<file path="src/rtl/exwb_pkg.sv">
// exwb_pkg: shared types and helpers for the EX->WB writeback arbiter.
//   DATA_W_DEF / TAG_W_DEF : default result and ROB tag widths
//   TAG_INVALID            : all-ones tag marking an empty writeback port
//   wb_entry_t             : {tag, result} pair at the default widths
//   rr_pick()              : round-robin selection of up to num_wb
//                            non-empty channels, starting at ptr
package exwb_pkg;

    localparam int DATA_W_DEF = 32;
    localparam int TAG_W_DEF  = 6;
    localparam logic [TAG_W_DEF-1:0] TAG_INVALID = '1;

    // Upper bound on channels the picker can handle; IDX_W covers both
    // channel indices and port indices.
    localparam int MAX_EX = 16;
    localparam int IDX_W  = 4;

    typedef struct packed {
        logic [TAG_W_DEF-1:0]  tag;
        logic [DATA_W_DEF-1:0] result;
    } wb_entry_t;

    typedef struct packed {
        logic [MAX_EX-1:0]            grant; // channel c pops this cycle
        logic [MAX_EX-1:0][IDX_W-1:0] port;  // port assigned to channel c
        logic [IDX_W-1:0]             last;  // last channel granted
        logic                         any;   // at least one grant
    } rr_pick_t;

    // Scan channels ptr, ptr+1, ... (wrapping at num_ex). The k-th
    // non-empty channel found gets port k while k < num_wb.
    function automatic rr_pick_t rr_pick(input logic [MAX_EX-1:0] nonempty,
                                         input int num_ex,
                                         input int num_wb,
                                         input int ptr);
        rr_pick_t r;
        int       k;
        int       idx;
        r = '0;
        k = 0;
        for (int i = 0; i < MAX_EX; i++) begin
            if (i < num_ex) begin
                idx = ptr + i;
                if (idx >= num_ex) idx = idx - num_ex;
                if (nonempty[idx] && (k < num_wb)) begin
                    r.grant[idx] = 1'b1;
                    r.port[idx]  = IDX_W'(k);
                    r.last       = IDX_W'(idx);
                    r.any        = 1'b1;
                    k            = k + 1;
                end
            end
        end
        return r;
    endfunction

endpackage

</file>
<file path="src/rtl/exwb_chan_fifo.sv">
// exwb_chan_fifo: small per-channel FIFO feeding the writeback arbiter.
//   clk, rst : clock, asynchronous active-high reset
//   push     : write din (ignored when full)
//   pop      : drop head (ignored when empty)
//   flush    : synchronous clear, overrides push and pop
//   din      : entry to write
//   full     : registered count == BUF_DEPTH (no same-cycle pass-through)
//   empty    : registered count == 0
//   head     : oldest entry, valid while !empty
module exwb_chan_fifo
    import exwb_pkg::*;
#(
    parameter int  BUF_DEPTH = 2,
    parameter type entry_t   = wb_entry_t
) (
    input  logic   clk,
    input  logic   rst,
    input  logic   push,
    input  logic   pop,
    input  logic   flush,
    input  entry_t din,
    output logic   full,
    output logic   empty,
    output entry_t head
);

    localparam int PW = (BUF_DEPTH > 1) ? $clog2(BUF_DEPTH) : 1;
    localparam int CW = $clog2(BUF_DEPTH + 1);

    entry_t        mem [BUF_DEPTH];
    logic [PW-1:0] wr_ptr;
    logic [PW-1:0] rd_ptr;
    logic [CW-1:0] count;
    logic          do_push;
    logic          do_pop;

    function automatic logic [PW-1:0] ptr_inc(input logic [PW-1:0] p);
        if (p == PW'(BUF_DEPTH - 1)) return '0;
        return p + PW'(1);
    endfunction

    assign full    = (count == CW'(BUF_DEPTH));
    assign empty   = (count == '0);
    assign do_push = push & ~full;
    assign do_pop  = pop & ~empty;
    assign head    = mem[rd_ptr];

    always_ff @(posedge clk or posedge rst) begin
        if (rst) begin
            wr_ptr <= '0;
            rd_ptr <= '0;
            count  <= '0;
        end else if (flush) begin
            wr_ptr <= '0;
            rd_ptr <= '0;
            count  <= '0;
        end else begin
            if (do_push) wr_ptr <= ptr_inc(wr_ptr);
            if (do_pop)  rd_ptr <= ptr_inc(rd_ptr);
            case ({do_push, do_pop})
                2'b10:   count <= count + CW'(1);
                2'b01:   count <= count - CW'(1);
                default: count <= count;
            endcase
        end
    end

    // Storage needs no reset; only entries behind valid pointers are read.
    always_ff @(posedge clk) begin
        if (do_push && !flush) mem[wr_ptr] <= din;
    end

endmodule

</file>
<file path="src/rtl/exwb_wb_arb.sv">
// exwb_wb_arb: EX->WB stage between NUM_EX execution channels and NUM_WB
// ROB writeback ports. Each channel is buffered in a BUF_DEPTH FIFO; a
// round-robin arbiter grants up to NUM_WB FIFO heads per cycle and
// registers them onto the writeback ports.
//   clk, rst  : clock, asynchronous active-high reset
//   flush     : synchronous pipeline flush (drops all buffered entries)
//   ex_valid  : per channel, a result is presented
//   ex_tag    : per channel ROB tag (TAG_W each)
//   ex_result : per channel result (DATA_W each)
//   ex_ready  : per channel, FIFO can accept
//   wb_valid  : per port, a result is written back this cycle
//   wb_tag    : per port tag, all-ones when the port is idle
//   wb_result : per port result (holds old value when idle)
//   stall_cnt : (EXWB_PERF_CNT_EN only) per channel 16-bit saturating
//               count of cycles with ex_valid & ~ex_ready
//
// Handshake: a channel transfer happens at a clock edge where ex_valid
// and ex_ready are both high. ex_ready depends only on the registered
// FIFO count, so it never combinationally depends on ex_valid. The ROB
// side has no ready: every wb_valid beat is consumed in its cycle.
module exwb_wb_arb
    import exwb_pkg::*;
#(
    parameter int NUM_EX    = 4,
    parameter int NUM_WB    = 2,
    parameter int DATA_W    = DATA_W_DEF,
    parameter int TAG_W     = TAG_W_DEF,
    parameter int BUF_DEPTH = 2
) (
    input  logic                     clk,
    input  logic                     rst,
    input  logic                     flush,
    input  logic [NUM_EX-1:0]        ex_valid,
    input  logic [NUM_EX*TAG_W-1:0]  ex_tag,
    input  logic [NUM_EX*DATA_W-1:0] ex_result,
    output logic [NUM_EX-1:0]        ex_ready,
    output logic [NUM_WB-1:0]        wb_valid,
    output logic [NUM_WB*TAG_W-1:0]  wb_tag,
    output logic [NUM_WB*DATA_W-1:0] wb_result
`ifdef EXWB_PERF_CNT_EN
    ,
    output logic [NUM_EX*16-1:0]     stall_cnt
`endif
);

    localparam int CHW = (NUM_EX > 1) ? $clog2(NUM_EX) : 1;
    localparam logic [TAG_W-1:0] TAG_INV = '1;

    typedef struct packed {
        logic [TAG_W-1:0]  tag;
        logic [DATA_W-1:0] result;
    } entry_t;

    entry_t            din       [NUM_EX];
    entry_t            head      [NUM_EX];
    logic [NUM_EX-1:0] full;
    logic [NUM_EX-1:0] empty;
    logic [NUM_EX-1:0] push;
    logic [NUM_EX-1:0] pop;

    logic [CHW-1:0]    rr_ptr;
    logic [MAX_EX-1:0] nonempty_ext;
    rr_pick_t          pick;
    logic              pick_unused;

    entry_t            sel_entry [NUM_WB];
    logic [NUM_WB-1:0] sel_valid;

    assign ex_ready = ~full;
    assign push     = ex_valid & ex_ready;
    assign pop      = pick.grant[NUM_EX-1:0];

    for (genvar i = 0; i < NUM_EX; i++) begin : g_chan
        assign din[i] = '{tag:    ex_tag[i*TAG_W +: TAG_W],
                          result: ex_result[i*DATA_W +: DATA_W]};

        exwb_chan_fifo #(
            .BUF_DEPTH (BUF_DEPTH),
            .entry_t   (entry_t)
        ) u_fifo (
            .clk   (clk),
            .rst   (rst),
            .push  (push[i]),
            .pop   (pop[i]),
            .flush (flush),
            .din   (din[i]),
            .full  (full[i]),
            .empty (empty[i]),
            .head  (head[i])
        );
    end

    always_comb begin
        nonempty_ext               = '0;
        nonempty_ext[NUM_EX-1:0]   = ~empty;
        pick = rr_pick(nonempty_ext, NUM_EX, NUM_WB, int'(rr_ptr));
    end

    // Channels beyond NUM_EX leave picker bits that are always zero.
    assign pick_unused = ^{pick, nonempty_ext};

    // Route each granted head to the port the picker assigned it.
    always_comb begin
        for (int k = 0; k < NUM_WB; k++) begin
            sel_valid[k] = 1'b0;
            sel_entry[k] = '0;
            for (int c = 0; c < NUM_EX; c++) begin
                if (pick.grant[c] && (int'(pick.port[c]) == k)) begin
                    sel_valid[k] = 1'b1;
                    sel_entry[k] = head[c];
                end
            end
        end
    end

    always_ff @(posedge clk or posedge rst) begin
        if (rst) begin
            rr_ptr <= '0;
        end else if (flush) begin
            rr_ptr <= '0;
        end else if (pick.any) begin
            if (int'(pick.last) == NUM_EX - 1) rr_ptr <= '0;
            else                               rr_ptr <= CHW'(pick.last) + CHW'(1);
        end
    end

    always_ff @(posedge clk or posedge rst) begin
        if (rst) begin
            wb_valid  <= '0;
            wb_tag    <= '1;
            wb_result <= '0;
        end else if (flush) begin
            wb_valid  <= '0;
            wb_tag    <= '1;
        end else begin
            for (int k = 0; k < NUM_WB; k++) begin
                wb_valid[k] <= sel_valid[k];
                if (sel_valid[k]) begin
                    wb_tag[k*TAG_W +: TAG_W]     <= sel_entry[k].tag;
                    wb_result[k*DATA_W +: DATA_W] <= sel_entry[k].result;
                end else begin
                    wb_tag[k*TAG_W +: TAG_W]     <= TAG_INV;
                end
            end
        end
    end

`ifdef EXWB_PERF_CNT_EN
    // Stall counters survive flush; only rst clears them.
    always_ff @(posedge clk or posedge rst) begin
        if (rst) begin
            stall_cnt <= '0;
        end else begin
            for (int i = 0; i < NUM_EX; i++) begin
                if (ex_valid[i] && !ex_ready[i] &&
                    (stall_cnt[i*16 +: 16] != 16'hFFFF))
                    stall_cnt[i*16 +: 16] <= stall_cnt[i*16 +: 16] + 16'd1;
            end
        end
    end
`endif

endmodule

</file>
<file path="config.mk">
export PLATFORM = sky130hd
export DESIGN_NAME = exwb_wb_arb
export DESIGN_NICKNAME = d
export VERILOG_FILES = /design/src/rtl/exwb_pkg.sv /design/src/rtl/exwb_chan_fifo.sv /design/src/rtl/exwb_wb_arb.sv
export SDC_FILE = /design/constraint.sdc
export NUM_CORES = 1
export LEC_CHECK = 0
export CORE_MARGIN = 5
export CORE_UTILIZATION = 55
export CTS_BUF_LIST = sky130_fd_sc_hd__clkbuf_4 sky130_fd_sc_hd__clkbuf_8
export DETAILED_ROUTE_END_ITERATION = 12
export GPL_ROUTABILITY_DRIVEN = 0
export PLACE_DENSITY = 0.85
export SLEW_MARGIN = 20
export SYNTH_ARGS = -nofsm -noshare
export SYNTH_HDL_FRONTEND = slang
export SYNTH_SLANG_ARGS = --single-unit
export TNS_END_PERCENT = 50
</file>
<file path="constraint.sdc">
create_clock -name clk -period 4.6 [get_ports clk]
set_input_delay 0.46 -clock clk [delete_from_list [all_inputs] [get_ports clk]]
set_output_delay 0.46 -clock clk [all_outputs]
set_load 0.02 [all_outputs]
</file>
; Word level (Yosys, flattened, before mapping)
; Memory sizes are Yosys's and may differ from the RTL's.
; Index checks and enable logic that the tools add are counted.
[classes]
add_sub_neg = 26
n_reduce_logical = 43
n_lt_le_gt_ge = 15
muxes = 135
n_eq_ne = 17
bitwise = 23
[op_table]
columns = cell, count
row1 = 38-bit two-way mux, 8
row2 = 73-bit two-way mux, 4
row3 = 64-bit bitwise mux, 3
row4 = 32-bit two-way mux, 5
row5 = 32-bit by 1-bit >= comparator with 1-bit output (second input constant), 4
row6 = 32-bit by 6-bit < comparator with 1-bit output (second input constant), 4
row7 = 1-bit two-way mux, 85
row8 = 32-bit by 3-bit < comparator with 1-bit output (second input constant), 2
row9 = 4-bit demux with 4-bit select, 3
row10 = 32-bit by 2-bit adder with 32-bit output (second input constant), 1
row11 = 1-bit logical AND, 19
row12 = 2-bit two-way mux, 9
row13 = 2-bit nonzero test, 9
row14 = 1-bit binary-select mux with 4-bit select, 4
row15 = 1-bit demux with 4-bit select, 4
row16 = 2-bit equality test (second input constant), 8
row17 = 4-bit by 2-bit equality test with 1-bit output (second input constant), 4
row18 = 4-bit zero test, 4
row19 = 2-bit one-hot mux with 2 select lines, 4
row20 = 12-bit two-way mux, 1
row21 = 4-bit two-way mux, 3
row22 = 6-bit two-way mux, 2
row23 = 4-bit bitwise OR, 3
row24 = 3-bit nonzero test, 4
row25 = 20 further kinds, 62
[word_totals]
ff_bits = 96
mem_bits_rw = 304
mem_count = 4
output_inout_bits = 82
wordCells = 280
input_bits = 159
[mem_list]
columns = name, words, word_bits, rd, rd_clocked_by_memory_dff, wr, line
row1 = g_chan[0].u_fifo.mem, 2, 38, 1, 0, 1, exwb_chan_fifo.sv:30  ; entry_t mem [BUF_DEPTH];
row2 = g_chan[1].u_fifo.mem, 2, 38, 1, 0, 1, exwb_chan_fifo.sv:30
row3 = g_chan[2].u_fifo.mem, 2, 38, 1, 0, 1, exwb_chan_fifo.sv:30
row4 = g_chan[3].u_fifo.mem, 2, 38, 1, 0, 1, exwb_chan_fifo.sv:30

; Longest topological paths before layout
[logic_depth]
ltp_word = 23
mapped_depth = 18
mapped_depth_nobuf = 14

; Modules after synthesis
; Synthesis repeated with hierarchy kept, for this count alone.
[unflattened]
hier_cells = 1458
hier_area_um2 = 19323.5
[by_module_without_submodules]
columns = mod, area_each_um2, seq_area_each_um2, cells_per_inst, n_inst
row1 = exwb_chan_fifo, 2969.1, 2382.3, 145, 4
row2 = exwb_wb_arb, 7447.1, 2016.9, 878, 1

; Worst setup path before layout
; Ideal clock, no wire load.
[synth_timing]
path_kind = flip-flop to flip-flop
start = register g_chan[3].u_fifo.count[0]
end = memory g_chan[3].u_fifo.mem[1][0] (netlist name) (enable)
path_buffers = 0
stages_incl_launch_ff = 4
required_ps = 4111
setup_time_ps = 489
arrival_time_ps = 3718
synth_period_minus_slack_ps = 4207
setup_slack_ps = 393
path_cell_list = dfrtp_1 -> nand2b_1 -> nand2_1 -> nor3b_1
[synth_between]
elab_chain_len = 7
elab_cells_between_ends = 8
cone_classes = eq/ne: 1 / mux: 2 / bitwise: 4 / reduce/logical: 1
[synth_rtl]
columns = element, line
row1 = "start, declared", exwb_chan_fifo.sv:33  ; logic [CW-1:0] count;
row2 = "start signal, assigned", exwb_chan_fifo.sv:61  ; 2'b10: count <= count + CW'(1);
row3 = "start signal, assigned", exwb_chan_fifo.sv:62  ; 2'b01: count <= count - CW'(1);
row4 = "start signal, assigned", exwb_chan_fifo.sv:63  ; default: count <= count;
row5 = 2-bit equality test, exwb_chan_fifo.sv:42  ; assign full = (count == CW'(BUF_DEPTH));
row6 = 4-bit inverter, exwb_wb_arb.sv:69  ; assign ex_ready = ~full;
row7 = via ex_ready[3], exwb_wb_arb.sv:36  ; output logic [NUM_EX-1:0] ex_ready,
row8 = 4-bit AND, exwb_wb_arb.sv:70  ; assign push = ex_valid & ex_ready;
row9 = 1-bit AND, exwb_chan_fifo.sv:44  ; assign do_push = push & ~full;
row10 = 1-bit logical AND, exwb_chan_fifo.sv:70  ; if (do_push && !flush) mem[wr_ptr] <= din;
row11 = 1-bit two-way mux, exwb_chan_fifo.sv:70
row12 = 1-bit two-way mux (implied by the code), exwb_chan_fifo.sv:70
row13 = "end, declared", exwb_chan_fifo.sv:30
; The timed path passes the listed nets, and every way through them passes these cells.

; Final worst setup path
[layout_timing]
start = register g_chan[3].u_fifo.count[0]
end = register wb_result[58]
[layout_between]
elab_chain_len = 22
elab_cells_between_ends = 52
cone_classes = add/sub: 2 / order compare: 3 / eq/ne: 4 / mux: 30 / bitwise: 4 / reduce/logical: 9
[layout_rtl]
columns = element, line
row1 = 2-bit zero test *, exwb_chan_fifo.sv:43  ; assign empty = (count == '0);
row2 = 4-bit inverter *, exwb_wb_arb.sv:95  ; nonempty_ext[NUM_EX-1:0] = ~empty;
row3 = 1-bit binary-select mux with 4-bit select, exwb_pkg.sv:45  ; if (nonempty[idx] && (k < num_wb)) begin
row4 = 1-bit two-way mux (implied by the code) (2 in series), exwb_pkg.sv:45
row5 = 1-bit two-way mux, exwb_pkg.sv:45
row6 = 1-bit by 2-bit < comparator with 1-bit output, exwb_pkg.sv:45
row7 = 1-bit logical AND, exwb_pkg.sv:45
row8 = 2-bit two-way mux, exwb_pkg.sv:45
row9 = (+2 left out), -
row10 = 32-bit two-way mux, exwb_pkg.sv:45
row11 = 32-bit by 3-bit < comparator with 1-bit output, exwb_pkg.sv:45
row12 = 1-bit logical AND, exwb_pkg.sv:45
row13 = 73-bit two-way mux *, exwb_pkg.sv:45
row14 = 4-bit by 2-bit equality test with 1-bit output, exwb_wb_arb.sv:108  ; if (pick.grant[c] && (int'(pick.port[c]) == k)) begin
row15 = 1-bit logical AND, exwb_wb_arb.sv:108
row16 = 1-bit two-way mux (4 in series), exwb_wb_arb.sv:108
row17 = 2-bit AND reduction (no source line), -
row18 = "end signal, assigned by index", exwb_wb_arb.sv:140  ; wb_result[k*DATA_W +: DATA_W] <= sel_entry[k].result;
row19 = "end, declared", exwb_wb_arb.sv:39  ; output logic [NUM_WB*DATA_W-1:0] wb_result
; Mark *: on every way between the ends. The rest lies on a longest branch, timed or not. The select of a mux whose other input is x is not followed.
; A chain may end at the register's enable or synchronous reset.

==> run summary <==
The number of different library cells used by synthesis comes to 57. At the pin with the least slew margin, the transition time is 1.010 ns. For this design the top-level I/O count stands at 241. Most frequent cell on the critical path: sky130_fd_sc_hd__nor2_1. The path class of the lowest-slack min-delay path was in2async.

In this run, post-CTS hold repair placed 0 buffers. Number of vias in the routed layout: 12286. The cell accounting for the most synthesized area is sky130_fd_sc_hd__edfxtp_1. The final wirelength was 47730 um; the via-per-instance ratio was 6.412. Yosys printed 0 warnings.

The floorplan step set the die height to 187.4 um. For this run, the detailed router's first-pass iteration total came to 7. The cell at the slowest stage of the critical path was sky130_fd_sc_hd__nor2_1. Sorting the synthesized cells by area gives the leading types as sky130_fd_sc_hd__edfxtp_1 (53%), sky130_fd_sc_hd__dfrtp_1 (12%), sky130_fd_sc_hd__mux2_2 (6.3%). TritonCTS built the clock tree. The total number of H-tree levels was 3.

After detailed routing, the average wire length per cell comes to 24.91 um. The count of buffers added on input and output ports is 240. The critical path goes through or2_1 > mux4_2 > ha_1 > a2111oi_2 > nor2_1 > buf_4 > mux2i_1 > a21boi_1 > and2_2 > nor3_1 > nor2_1 > a221o_1. For the critical path data required time, the log shows 5.12 ns. The tools report the critical path capture point type as a flip-flop.

The count of flip-flops with a built-in enable after synthesis is 304, and the register bit count reported by yosys is 400. The first global-routing pass estimated 71420 um of wire. The initial antenna violation count is 0, and the count of buffers added by post-CTS timing repair for setup is 0. Setup violations remaining at the end of the flow were counted as 0.

The die covers 35120 sq um. The mean post-synth cell area works out to 14.30 sq um. The dominant synthesized flop cell was sky130_fd_sc_hd__edfxtp_1.

For the max capacitance violation total, the log shows 0. For the via count of the first global-routing pass, the log shows 12567. The cell sitting at the root of the clock tree is a sky130_fd_sc_hd__clkbuf_8. The clock passes through at most 3 buffers.

The die is 187.4 um wide. In the final layout, the share of cells above drive strength 1 is 18.82%. The maximum number of pins on one net before global-route repair is 70.

The fraction of synthesized area in multiplexers is 10.01%. After Yosys synthesis, XOR and XNOR cells account for 0.9109% of the synthesized area. The worst pin sits at a relative slew slack of 32.69%. The highest fanout seen on the critical path works out to 12. The total placed instance area was 20280 sq um. The worst setup path is of the reg2reg kind. For the post-route antenna net violation count, the log shows 0. The flow ran to the end, and the final reports show no timing, DRC or antenna violations. For the effective utilization at floorplan, the log shows 55.28%. The CTS sink count was 400. The clock tree skew after final layout was 0.03486 ns. The run gives 21640 sq um as the cell area after layout. Max-slew violation count: 0.

After clock tree synthesis, the clock-pin slew on the worst setup and hold paths is 0.07 ns. Counting every net in the synthesized netlist gives 1380. The region available for standard cell placement spans 31310 sq um. By area, the combinational part of the netlist is dominated by compound AO/OA/AOI/OAI gates. The latest clock arrival within the worst-skew pair was 0.59 ns; the netlist area before placement was 17310 sq um. Of the available clock period, the critical path in the final layout requires 94.87%. After the last flow step, the layout net total stands at 1634. The run gives 65 as the count of standard-cell rows. After detailed routing, the number of remaining DRC violations is 0. The simple-gate share of the synthesized area is 4.872%. Detailed placement finished with a half-perimeter wire length of 33580 um. For the worst setup path, the data arrival time is 4.88 ns.

The final number of hold-violating endpoints was 0; the shortest clock period the worst path allows after layout was 4.364 ns. The accumulated negative setup slack was 0 ns; the largest stage delay on the critical path was 0.63 ns. The fraction of synthesis flops using an asynchronous set or reset pin is 24.00%, and the fraction of the mapped netlist area in adder cells is 0.7952%.

0 antenna diodes ended up in the layout. Final hold analysis gives a worst-case slack of 0.4170 ns. Summing the sequential cell areas from Yosys gives 66.71% of the chip area. In the layout the commonest cells are sky130_fd_sc_hd__edfxtp_1 (304), sky130_fd_sc_hd__clkdlybuf4s50_1 (240), sky130_fd_sc_hd__mux2_2 (97). Counting every instance in the synthesized netlist gives 1210. The worst setup path is launched from a flip-flop. Compared with the post-synthesis result, the final layout area differs by 25.05%. Derived from the worst setup path, the maximum achievable clock frequency is 229.1 MHz. The number of clock buffers added by TritonCTS is 66. The synthesized netlist devotes 14.34% of its cell area to compound gates. The total overflow left after global routing is 0. The detailed router finished its first iteration with 1491 violations. The cell count of the worst reg-to-reg path came out at 12.

The library cell used most frequently in the layout, excluding fill and tap cells, is sky130_fd_sc_hd__edfxtp_1. Global routing consumed, over all layers together, 26.45% of the routing resources. The share of synthesized area in the top cell type comes to 52.74%.

Setup repair after global routing left no endpoint under its margin.
==> cell type report <==
| type | count | area (sq um) |
|---|---|---|
| Clock buffer | 94 | 1137 |
| Clock inverter | 24 | 192.7 |
| Fill cell | 2111 | 9668 |
| Inverter | 12 | 50.05 |
| Multi-Input combinational cell | 709 | 5472 |
| Sequential cell | 400 | 11550 |
| Tap cell | 402 | 503.0 |
| Timing Repair Buffer | 275 | 2740 |
==> layer usage <==
layer / up-vias / share of wire (%) / track usage (%)
li1: 5289 / - / -
met1: 5931 / 34 / 30.52
met2: 865 / 50 / 45.54
met3: 201 / 8.6 / 5.935
met4: 0 / 7.1 / 15.36
met5: - / 0 / 0
==> sequential cells by signal (all words and copies together), names as in the netlist <==
register and cells:
g_chan.u_fifo.mem 304, wb_result 64, wb_tag 12, g_chan.u_fifo.count 8, g_chan.u_fifo.rd_ptr 4, g_chan.u_fifo.wr_ptr 4, rr_ptr 2, wb_valid 2
==> path summary, 6_finish.rpt <==
kind                       slack [ns]                       from                     endpoint
min                              0.42                        rst                  wb_valid[0]
min reg2reg                      0.50               wb_result[0]                 wb_result[0]
max                              0.24  g_chan[3].u_fifo.count[0]                wb_result[58]
max reg2reg                      0.24  g_chan[3].u_fifo.count[0]                wb_result[58]
min in group clk                 0.45             ex_result[120]  g_chan[3].u_fifo.mem[0][24]
max in group asynchronous        3.15                        rst                    wb_tag[0]
==> worst max-delay path, delay by kind of cell, from the launching register on <==
| kind | cells | cell delay [ns] |
|---|---|---|
| AOI/OAI and AO/OA | 3 | 1.03 |
| adders and majority gates | 1 | 0.29 |
| buffers and inverters | 1 | 0.19 |
| DFF | 1 | 0.45 |
| muxes | 2 | 0.80 |
| and+or+nand+nor | 5 | 1.53 |
==> cell usage after synthesis, drive strengths merged, types with 7 or more instances <==
cell type and number:
a21o 14, buf 26, o31ai 21, a221oi 79
mux2 98, nand2 62, nor3 7, a2bb2oi 22
xor2 13, a21oi 95, a211o 27, o21ai 24
dfstp 12, nor3b 16, clkbuf 63, dfrtp 84
mux2i 58, a221o 14, nor2 74, edfxtp 304
inv 12, ha 11
==> logic make-up (layout without fill, tap and decap cells) <==
logic type,Yosys count,after routing
AND/OR/NAND/NOR,187,187
AO/OA/AOI/OAI,335,335
XOR/XNOR,18,18
buffers and inverters,101,405
adder cells (fa/ha/maj),11,11
multiplexers,158,158
flip-flops,400,400
==> stage by stage <==
stage / util, % / instances / setup slack, ns
floorplan: - / 1210 / 0.3932
global placement: 64.77 / 1798 / 0.3418
detailed placement: 64.77 / 1798 / 0.1555
CTS: 69.02 / 1916 / 0.09554
global route: 69.12 / 1916 / 0.001712
finish: 69.12 / 1916 / 0.2359
==> timing repair <==
action,in CTS,in global routing
setup endpoints to repair,0,53
gates resized for setup,0,8
endpoints found under the hold margin,0,0
Power is left out: the tool's default activity adds up to more than one toggle a clock period on the data nets, which glitch-free logic cannot reach.
